--- src/rtl/bus_enc_pkg.sv ---
// bus_enc_pkg: shared constants and helpers for the bus grant encoder
package bus_enc_pkg;
    localparam int MODE_FIXED = 0;
    localparam int MODE_RR = 1;
    localparam int ERR_CNT_W = 8;
    function automatic int ENC_NONE(input int w);
        return (1 << w) - 1;
    endfunction
endpackage

--- src/rtl/bus_grant_encoder_if.sv ---
// bus_grant_encoder_if: request/result handshake bundle of the grant encoder
interface bus_grant_encoder_if #(parameter int N = 32) ();
    localparam int W = $clog2(N);
    logic [N-1:0] req;
    logic req_valid;
    logic req_ready;
    logic [W-1:0] enc_out;
    logic out_valid;
    logic out_ready;
    logic none;
    logic multi_hot;
    logic [7:0] err_count;
    modport slave (
        input req, req_valid, out_ready,
        output req_ready, enc_out, out_valid, none, multi_hot, err_count
    );
    modport master (
        output req, req_valid, out_ready,
        input req_ready, enc_out, out_valid, none, multi_hot, err_count
    );
endinterface

--- src/rtl/rr_priority_pick.sv ---
// rr_priority_pick: lowest-set-bit search starting at ptr, wrapping through a doubled request vector
module rr_priority_pick import bus_enc_pkg::*; #(
    parameter int N = 32,
    parameter int MODE = MODE_FIXED,
    localparam int W = $clog2(N)
) (
    input  logic [N-1:0] req,
    input  logic [W-1:0] ptr,
    output logic [W-1:0] winner,
    output logic any,
    output logic multi
);
    logic [W-1:0] start;
    logic [2*N-1:0] masked;
    assign start = (MODE == MODE_RR) ? ptr : '0;
    assign any = |req;
    assign multi = |(req & (req - 1'b1));
    // lower copy masked below start; upper copy supplies the wrapped candidates
    always_comb begin
        masked = {req, req};
        for (int i = 0; i < N; i++)
            if (i < int'(start)) masked[i] = 1'b0;
        winner = W'(ENC_NONE(W));
        for (int i = 2 * N - 1; i >= 0; i--)
            if (masked[i]) winner = W'(i >= N ? i - N : i);
    end
endmodule

--- src/rtl/bus_grant_encoder.sv ---
// bus_grant_encoder: registered fixed-priority / round-robin request encoder with valid/ready output
module bus_grant_encoder import bus_enc_pkg::*; #(
    parameter int N = 32,
    parameter int MODE = MODE_FIXED,
    localparam int W = $clog2(N)
) (
    input logic clock,
    input logic clear,
    bus_grant_encoder_if.slave bus
);
    logic [W-1:0] ptr, winner, enc_q;
    logic any, multi, load, valid_q, none_q, multi_q;
    logic [ERR_CNT_W-1:0] err_q;
    rr_priority_pick #(.N(N), .MODE(MODE)) u_pick (
        .req(bus.req),
        .ptr(ptr),
        .winner(winner),
        .any(any),
        .multi(multi)
    );
    assign bus.req_ready = !valid_q || bus.out_ready;
    assign load = bus.req_valid && bus.req_ready;
    assign bus.enc_out = enc_q;
    assign bus.out_valid = valid_q;
    assign bus.none = none_q;
    assign bus.multi_hot = multi_q;
    assign bus.err_count = err_q;
    always_ff @(posedge clock or negedge clear) begin
        if (!clear) begin
            enc_q <= W'(ENC_NONE(W));
            valid_q <= 1'b0;
            none_q <= 1'b0;
            multi_q <= 1'b0;
            err_q <= '0;
            ptr <= '0;
        end else begin
            if (load) begin
                enc_q <= winner;
                none_q <= !any;
                multi_q <= multi;
                valid_q <= 1'b1;
            end else if (bus.out_ready) begin
                valid_q <= 1'b0;
            end
            if (load && any && MODE == MODE_RR)
                ptr <= (winner == W'(N - 1)) ? '0 : winner + 1'b1;
            if (load && (!any || multi) && err_q != '1)
                err_q <= err_q + 1'b1;
        end
    end
endmodule

--- src/flat_wrapper.sv ---
// flat-port wrapper written by rule: the top's interface ports become plain ports
module bus_grant_encoder_flat import bus_enc_pkg::*;
#(
    parameter int N = 32,
    parameter int MODE = MODE_FIXED,
    localparam int W = $clog2(N)
)
  (clock, clear, bus_req, bus_req_valid, bus_out_ready, bus_req_ready, bus_enc_out, bus_out_valid, bus_none, bus_multi_hot, bus_err_count);
  bus_grant_encoder_if #(.N(N)) bus_i ();
  input logic clock;
  input logic clear;
  input wire logic [$bits(bus_i.req)-1:0] bus_req;
  input wire logic [$bits(bus_i.req_valid)-1:0] bus_req_valid;
  input wire logic [$bits(bus_i.out_ready)-1:0] bus_out_ready;
  output wire logic [$bits(bus_i.req_ready)-1:0] bus_req_ready;
  output wire logic [$bits(bus_i.enc_out)-1:0] bus_enc_out;
  output wire logic [$bits(bus_i.out_valid)-1:0] bus_out_valid;
  output wire logic [$bits(bus_i.none)-1:0] bus_none;
  output wire logic [$bits(bus_i.multi_hot)-1:0] bus_multi_hot;
  output wire logic [$bits(bus_i.err_count)-1:0] bus_err_count;
  assign bus_i.req = bus_req;
  assign bus_i.req_valid = bus_req_valid;
  assign bus_i.out_ready = bus_out_ready;
  assign bus_req_ready = bus_i.req_ready;
  assign bus_enc_out = bus_i.enc_out;
  assign bus_out_valid = bus_i.out_valid;
  assign bus_none = bus_i.none;
  assign bus_multi_hot = bus_i.multi_hot;
  assign bus_err_count = bus_i.err_count;
  bus_grant_encoder #(.N(N), .MODE(MODE)) u_core (.clock(clock), .clear(clear), .bus(bus_i));
endmodule
--- config.mk ---
export PLATFORM = sky130hd
export DESIGN_NAME = bus_grant_encoder_flat
export DESIGN_NICKNAME = d
export VERILOG_FILES = /design/src/rtl/bus_enc_pkg.sv /design/src/rtl/bus_grant_encoder_if.sv /design/src/rtl/rr_priority_pick.sv /design/src/rtl/bus_grant_encoder.sv /design/src/flat_wrapper.sv
export SDC_FILE = /design/constraint.sdc
export NUM_CORES = 1
export LEC_CHECK = 0
export BUFFER_PORTS_ARGS = -buffer_cell sky130_fd_sc_hd__buf_2
export CAP_MARGIN = 40
export CORE_MARGIN = 1
export CORE_UTILIZATION = 52
export DETAILED_ROUTE_END_ITERATION = 10
export PLACE_DENSITY = 0.85
export RECOVER_POWER = 50
export SLEW_MARGIN = 20
export SYNTH_ARGS = -nofsm -noshare
export SYNTH_HDL_FRONTEND = slang
export SYNTH_SLANG_ARGS = --single-unit
--- constraint.sdc ---
create_clock -name clock -period 4 [get_ports clock]
set_clock_uncertainty 0.15 [all_clocks]
set_input_delay 0.8 -clock clock [delete_from_list [all_inputs] [get_ports clock]]
set_output_delay 0.8 -clock clock [all_outputs]
set_load 0.05 [all_outputs]
Yosys cells after proc, flatten, opt, wreduce, memory -nomap -nowiden
Index checks and enable logic that the tools add are counted.
{ "totals": {"regBits": 16, "in_bits": 36, "output_inout_bits": 17, "elab_cells": 52} }
{ "classes": {"n_addsub": 2, "eq_ne": 1, "n_mux": 33, "bitwise": 1, "n_reduce_logical": 10} }
{ "ops": {"columns": ["cell", "n"], "rows": [
  ["5-bit 2-to-1 mux", 30],
  ["32-bit OR reduction", 2],
  ["32-bit AND", 1],
  ["32-bit by 1-bit subtractor with 32-bit output (second input constant)", 1],
  ["8-bit by 1-bit adder with 8-bit output (second input constant)", 1],
  ["8-bit != test (second input constant)", 1],
  ["1-bit logical AND", 3],
  ["1-bit 2-to-1 mux", 3],
  ["1-bit zero test", 2],
  ["1-bit logical OR", 2],
  ["2-bit nonzero test", 1]
]} }

Longest topological paths before layout
{ "logic_depth": {"depth_word": 31, "depth_mapped": 10, "ltp_nobuf": 8} }

Cells and area by module
A second synthesis with hierarchy kept.
{ "hier_totals": {"hier_cells": 177, "hier_area_um2": 1561.5} }
{ "modules_own_cells": {"columns": ["module", "n_inst", "cells_each", "area_each_um2", "seq_area_each_um2"], "rows": [
  ["rr_priority_pick", 1, 118, 784.5, 0.0],
  ["bus_grant_encoder", 1, 59, 777.0, 406.6]
]} }

Worst setup path after synthesis
Ideal clock, no wire load.
{ "synth_timing": {"path_type": "input-to-reg", "from": "in bus_req[24]", "to": "reg u_core.err_q[1] (netlist: u_core.bus.err_count[1])", "setup_ns": 0.125, "arrival_ns": 3.203, "path_slack_ns": 0.522, "cell_stages": 7, "path_buffers": 0, "cell_sequence": "or4_4 -> or4b_4 -> a221o_1 -> nor4_1 -> nand4_1 -> o21ai_4 -> mux2_4"} }
{ "synth_via": {"elab_chain_cells": 6, "elab_cells_between_ends": 8, "classes_between": "add/sub: 1; bitwise: 1; reduce/logical: 6"} }
{ "synth_lines": {"columns": ["item", "line_no", "source"], "rows": [
  ["from (decl)", "flat_wrapper.sv:12", "input wire logic [$bits(bus_i.req)-1:0] bus_req;"],
  ["32-bit by 1-bit subtractor with 32-bit output", "rr_priority_pick.sv:17", "assign multi = |(req & (req - 1'b1));"],
  ["32-bit AND", "rr_priority_pick.sv:17", null],
  ["32-bit OR reduction", "rr_priority_pick.sv:17", null],
  ["1-bit logical OR (*)", "bus_grant_encoder.sv:47", "if (load && (!any || multi) && err_q != '1)"],
  ["1-bit logical AND (*) (2 in a row)", "bus_grant_encoder.sv:47", null],
  ["to (signal assigned)", "bus_grant_encoder.sv:48", "err_q <= err_q + 1'b1;"],
  ["to (decl)", "bus_grant_encoder.sv:13", "logic [ERR_CNT_W-1:0] err_q;"]
]} }
Mark *: on every way between the ends. The rest lies on a longest branch, timed or not.
A chain may end at the register's enable or synchronous reset.

Worst setup path in the final report
Same ends and word-level chain as after synthesis.

==> insert_results.sql <==
INSERT INTO impl_metrics (metric_group, metric, value, unit) VALUES
('grt', 'grt_first_pass_wirelength', '6154', 'um'),
('layout', 'diodes', '0', ''),
('yosys', 'synthCells', '166', ''),
('sta', 'report.final.slew_viol_count', '0', ''),
('yosys', 'synth-seq-area-share', '0.3049', ''),
('grt', 'track_usage', '0.2982', ''),
('sta', 'timing.fmax', '286.0', 'MHz'),
('drt', 'drtPass1Iterations', '5', ''),
('layout', 'filler_cell_count', '194', ''),
('yosys', 'ys_seq_elements', '16', ''),
('yosys', 'netlist.area_leader.share', '0.2064', ''),
('outcome', 'status', 'finished, final reports clean', ''),
('grt', 'overflow', '0', ''),
('floorplan', 'floorplan.die.width', '52.65', 'um'),
('power', 'p_leak', '0.0006950', 'uW'),
('yosys', 'main_combinational_cell_family_by_area_after_synthesis', 'simple AND/OR/NAND/NOR gates', ''),
('grt', 'grt_start_max_net_pins', '17', ''),
('clock_tree', 'deepest_clock_path_buffer_count', '2', ''),
('critical_path', 'worst_ep_required_time', '4.03', 'ns'),
('clock_tree', 'quantity_of_gates_resized_following_cts', '0', ''),
('power', 'p_switching', '384.1', 'uW'),
('power', 'internal_power', '367.6', 'uW'),
('floorplan', 'die_area', '2772', 'um2'),
('layout', 'num-nets-final', '261', ''),
('power', 'power.clock.fraction', '0.141', ''),
('layout', 'flow.area_growth_from_synthesis', '25.42', '%'),
('yosys', 'synth_area_per_cell', '8.035', 'um2'),
('clock_tree', 'postCtsSetupRepairBufs', '0', ''),
('sta', 'finalCritPeriodShare', '0.8740', ''),
('yosys', 'netlist.top_cell.by_area', 'dfrtp_1', ''),
('clock_tree', 'cts-htree-levels', '1', ''),
('clock_tree', 'cts.sink_count', '16', ''),
('yosys', 'synth_flop_cell', 'dfrtp_1', ''),
('yosys', 'yosys.cell_types.count', '47', ''),
('sta', 'final.min_clock_period', '3.496', 'ns'),
('sta', 'timing.final.setup_violations', '0', ''),
('floorplan', 'initial_core_util', '0.5753', ''),
('place', 'hpwl', '3052', 'um'),
('clock_tree', 'cts_buffers', '3', ''),
('yosys', 'synthesis.area', '1334', 'um2'),
('sta', 'setup_tns', '0', 'ns'),
('clock_tree', 'cts_tree', 'yes', ''),
('place', 'gp_routability_congestion', '0.9598', ''),
('floorplan', 'io-pin-count', '53', ''),
('clock_tree', 'clkSlewWorstSetupHoldPaths', '0.09', 'ns'),
('critical_path', 'maximum_fanout_encountered_on_the_critical_timing_path', '8', ''),
('critical_path', 'setup.worst_path.class', 'primary input to flip-flop', ''),
('sta', 'max_slew_margin', '0.4421', ''),
('sta', 'finalHoldViolCount', '0', ''),
('yosys', 'compound_gate_portion_of_the_synthesized_area', '0.2720', ''),
('yosys', 'post_synth_and_or_nand_nor_area_fraction', '0.3114', ''),
('clock_tree', 'clk_latency', '0.28', 'ns'),
('yosys', 'synth-edff-count', '0', ''),
('yosys', 'yosys_warnings', '0', ''),
('flow_run', 'timing.max_cap.violations', '0', ''),
('drt', 'route.detailed.wl_per_inst', '15.69', 'um'),
('sta', 'tightest_slew', '0.8368', 'ns'),
('power', 'power.combinational.fraction', '0.503', ''),
('drt', 'vias', '1634', ''),
('floorplan', 'std_cell_rows', '17', ''),
('power', 'max-vdd-ir-drop', '719.0', 'uV'),
('place', 'buffer_ports.inserted', '52', ''),
('clock_tree', 'clockRootBuffer', 'clkbuf_4', ''),
('drt', 'via_per_inst', '6.510', ''),
('critical_path', 'timing.critical_path.cells', 'buf_2 -> or4_4 -> or4b_4 -> a221o_1 -> nor4_1 -> nand4_1 -> o21ai_4 -> mux2_4', ''),
('sta', 'unrepaired_setup_endpoints_after_global_routing', 'false', ''),
('critical_path', 'timing.critical_path.arrival', '3.52', 'ns'),
('critical_path', 'worst_setup_path_end_kind', 'flip-flop', ''),
('min_path', 'min-delay-path-class', 'flip-flop to flip-flop', ''),
('drt', 'drtIter0Drc', '83', ''),
('yosys', 'ys_async_sr_fraction', '1.000', '');
## cell usage in the layout (no fill, tap or decap), types with 2 or more instances in the layout
| cell type | n |
|---|---|
| a21o_1 | 2 |
| dfrtp_1 | 11 |
| clkbuf_4 | 3 |
| inv_1 | 7 |
| o21ai_0 | 7 |
| o211ai_1 | 2 |
| nor2_1 | 22 |
| or4_1 | 5 |
| dfstp_2 | 5 |
| nor4_1 | 12 |
| nand2b_1 | 3 |
| buf_2 | 44 |
| o31ai_1 | 3 |
| a211oi_1 | 5 |
| nand4_1 | 4 |
| nor3_1 | 5 |
| nand2_1 | 10 |
| clkbuf_1 | 8 |
| nand4b_1 | 2 |
| a31oi_1 | 2 |
| xor2_1 | 6 |
| nand3_1 | 7 |
| buf_4 | 4 |
| o21bai_1 | 2 |
| a21oi_1 | 14 |
| a41oi_1 | 2 |
| o41ai_1 | 3 |
## sequential cells by signal (all words and copies together), names as in the netlist
name and count:
u_core.bus.none 1, u_core.bus.err_count 8, u_core.bus.enc_out 5, u_core.bus.out_valid 1, u_core.bus.multi_hot 1
## cell type report
type,count,area (um2),area share
clock buffers,4,36.28,0.02169
inverters,7,26.28,0.01571
multi-input cells,140,888.4,0.5310
flip-flops and latches,16,406.6,0.2431
well taps,28,35.03,0.02094
repair buffers,56,280.3,0.1675
## path summary, 6_finish.rpt
path,startpoint,to,slack [ns],depth (start not counted)
max in group asynchronous,clear,u_core.bus.err_count[4],2.75,1
worst max-delay path,bus_req[24],u_core.bus.err_count[1],0.50,8
min in group asynchronous,clear,u_core.bus.err_count[2],0.43,1
worst min register to register,u_core.bus.enc_out[3],u_core.bus.enc_out[3],0.33,2
worst max register to register,u_core.bus.out_valid,u_core.bus.err_count[7],1.84,8
worst min-delay path,u_core.bus.enc_out[3],u_core.bus.enc_out[3],0.33,2
## per-stage QoR
step	power [uW]	instance area, um2	hold slack (ns)	std cells	worst slack [ns]
after floorplan	530.3	1334	0.3544	166	0.5219
after global placement	632.2	1647	0.3174	247	0.2963
after detailed placement	650.9	1647	0.3219	247	0.1962
after CTS	758.0	1683	0.2636	251	0.5078
after global routing	789.3	1673	0.3640	251	0.3901
final	751.7	1673	0.3348	251	0.5041
## critical path, delay by kind of cell
family	cells	cell delay, ns
buf+inv	1	0.13
simple gates	4	1.57
compound gates	2	0.69
mux	1	0.33
## logic make-up after synthesis
| logic type | Yosys count |
|---|---|
| adder cells (fa/ha/maj) | 2 |
| XOR/XNOR | 7 |
| flip-flops | 16 |
| buffers and inverters | 10 |
| multiplexers | 2 |
| AND/OR/NAND/NOR | 77 |
| AO/OA/AOI/OAI | 52 |
## metal layers
layer	vias to the layer above	global-route usage	share of wire
met1	755	0.3672	0.42
met3	4	0.08406	0.091
met4	0	0.06579	0.0030
li1	770	-	-
met2	105	0.5105	0.48
met5	-	0	0
## power by group through the flow
stage,Combinational (uW),Sequential (uW),Clock (uW)
2_1_floorplan,104,427,0
3_3_place_gp,370,262,0
3_5_place_dp,384,267,0
4_1_cts,385,265,107
5_1_grt,400,275,114
6_report,378,268,106
(Power assumes the default switching activity.)
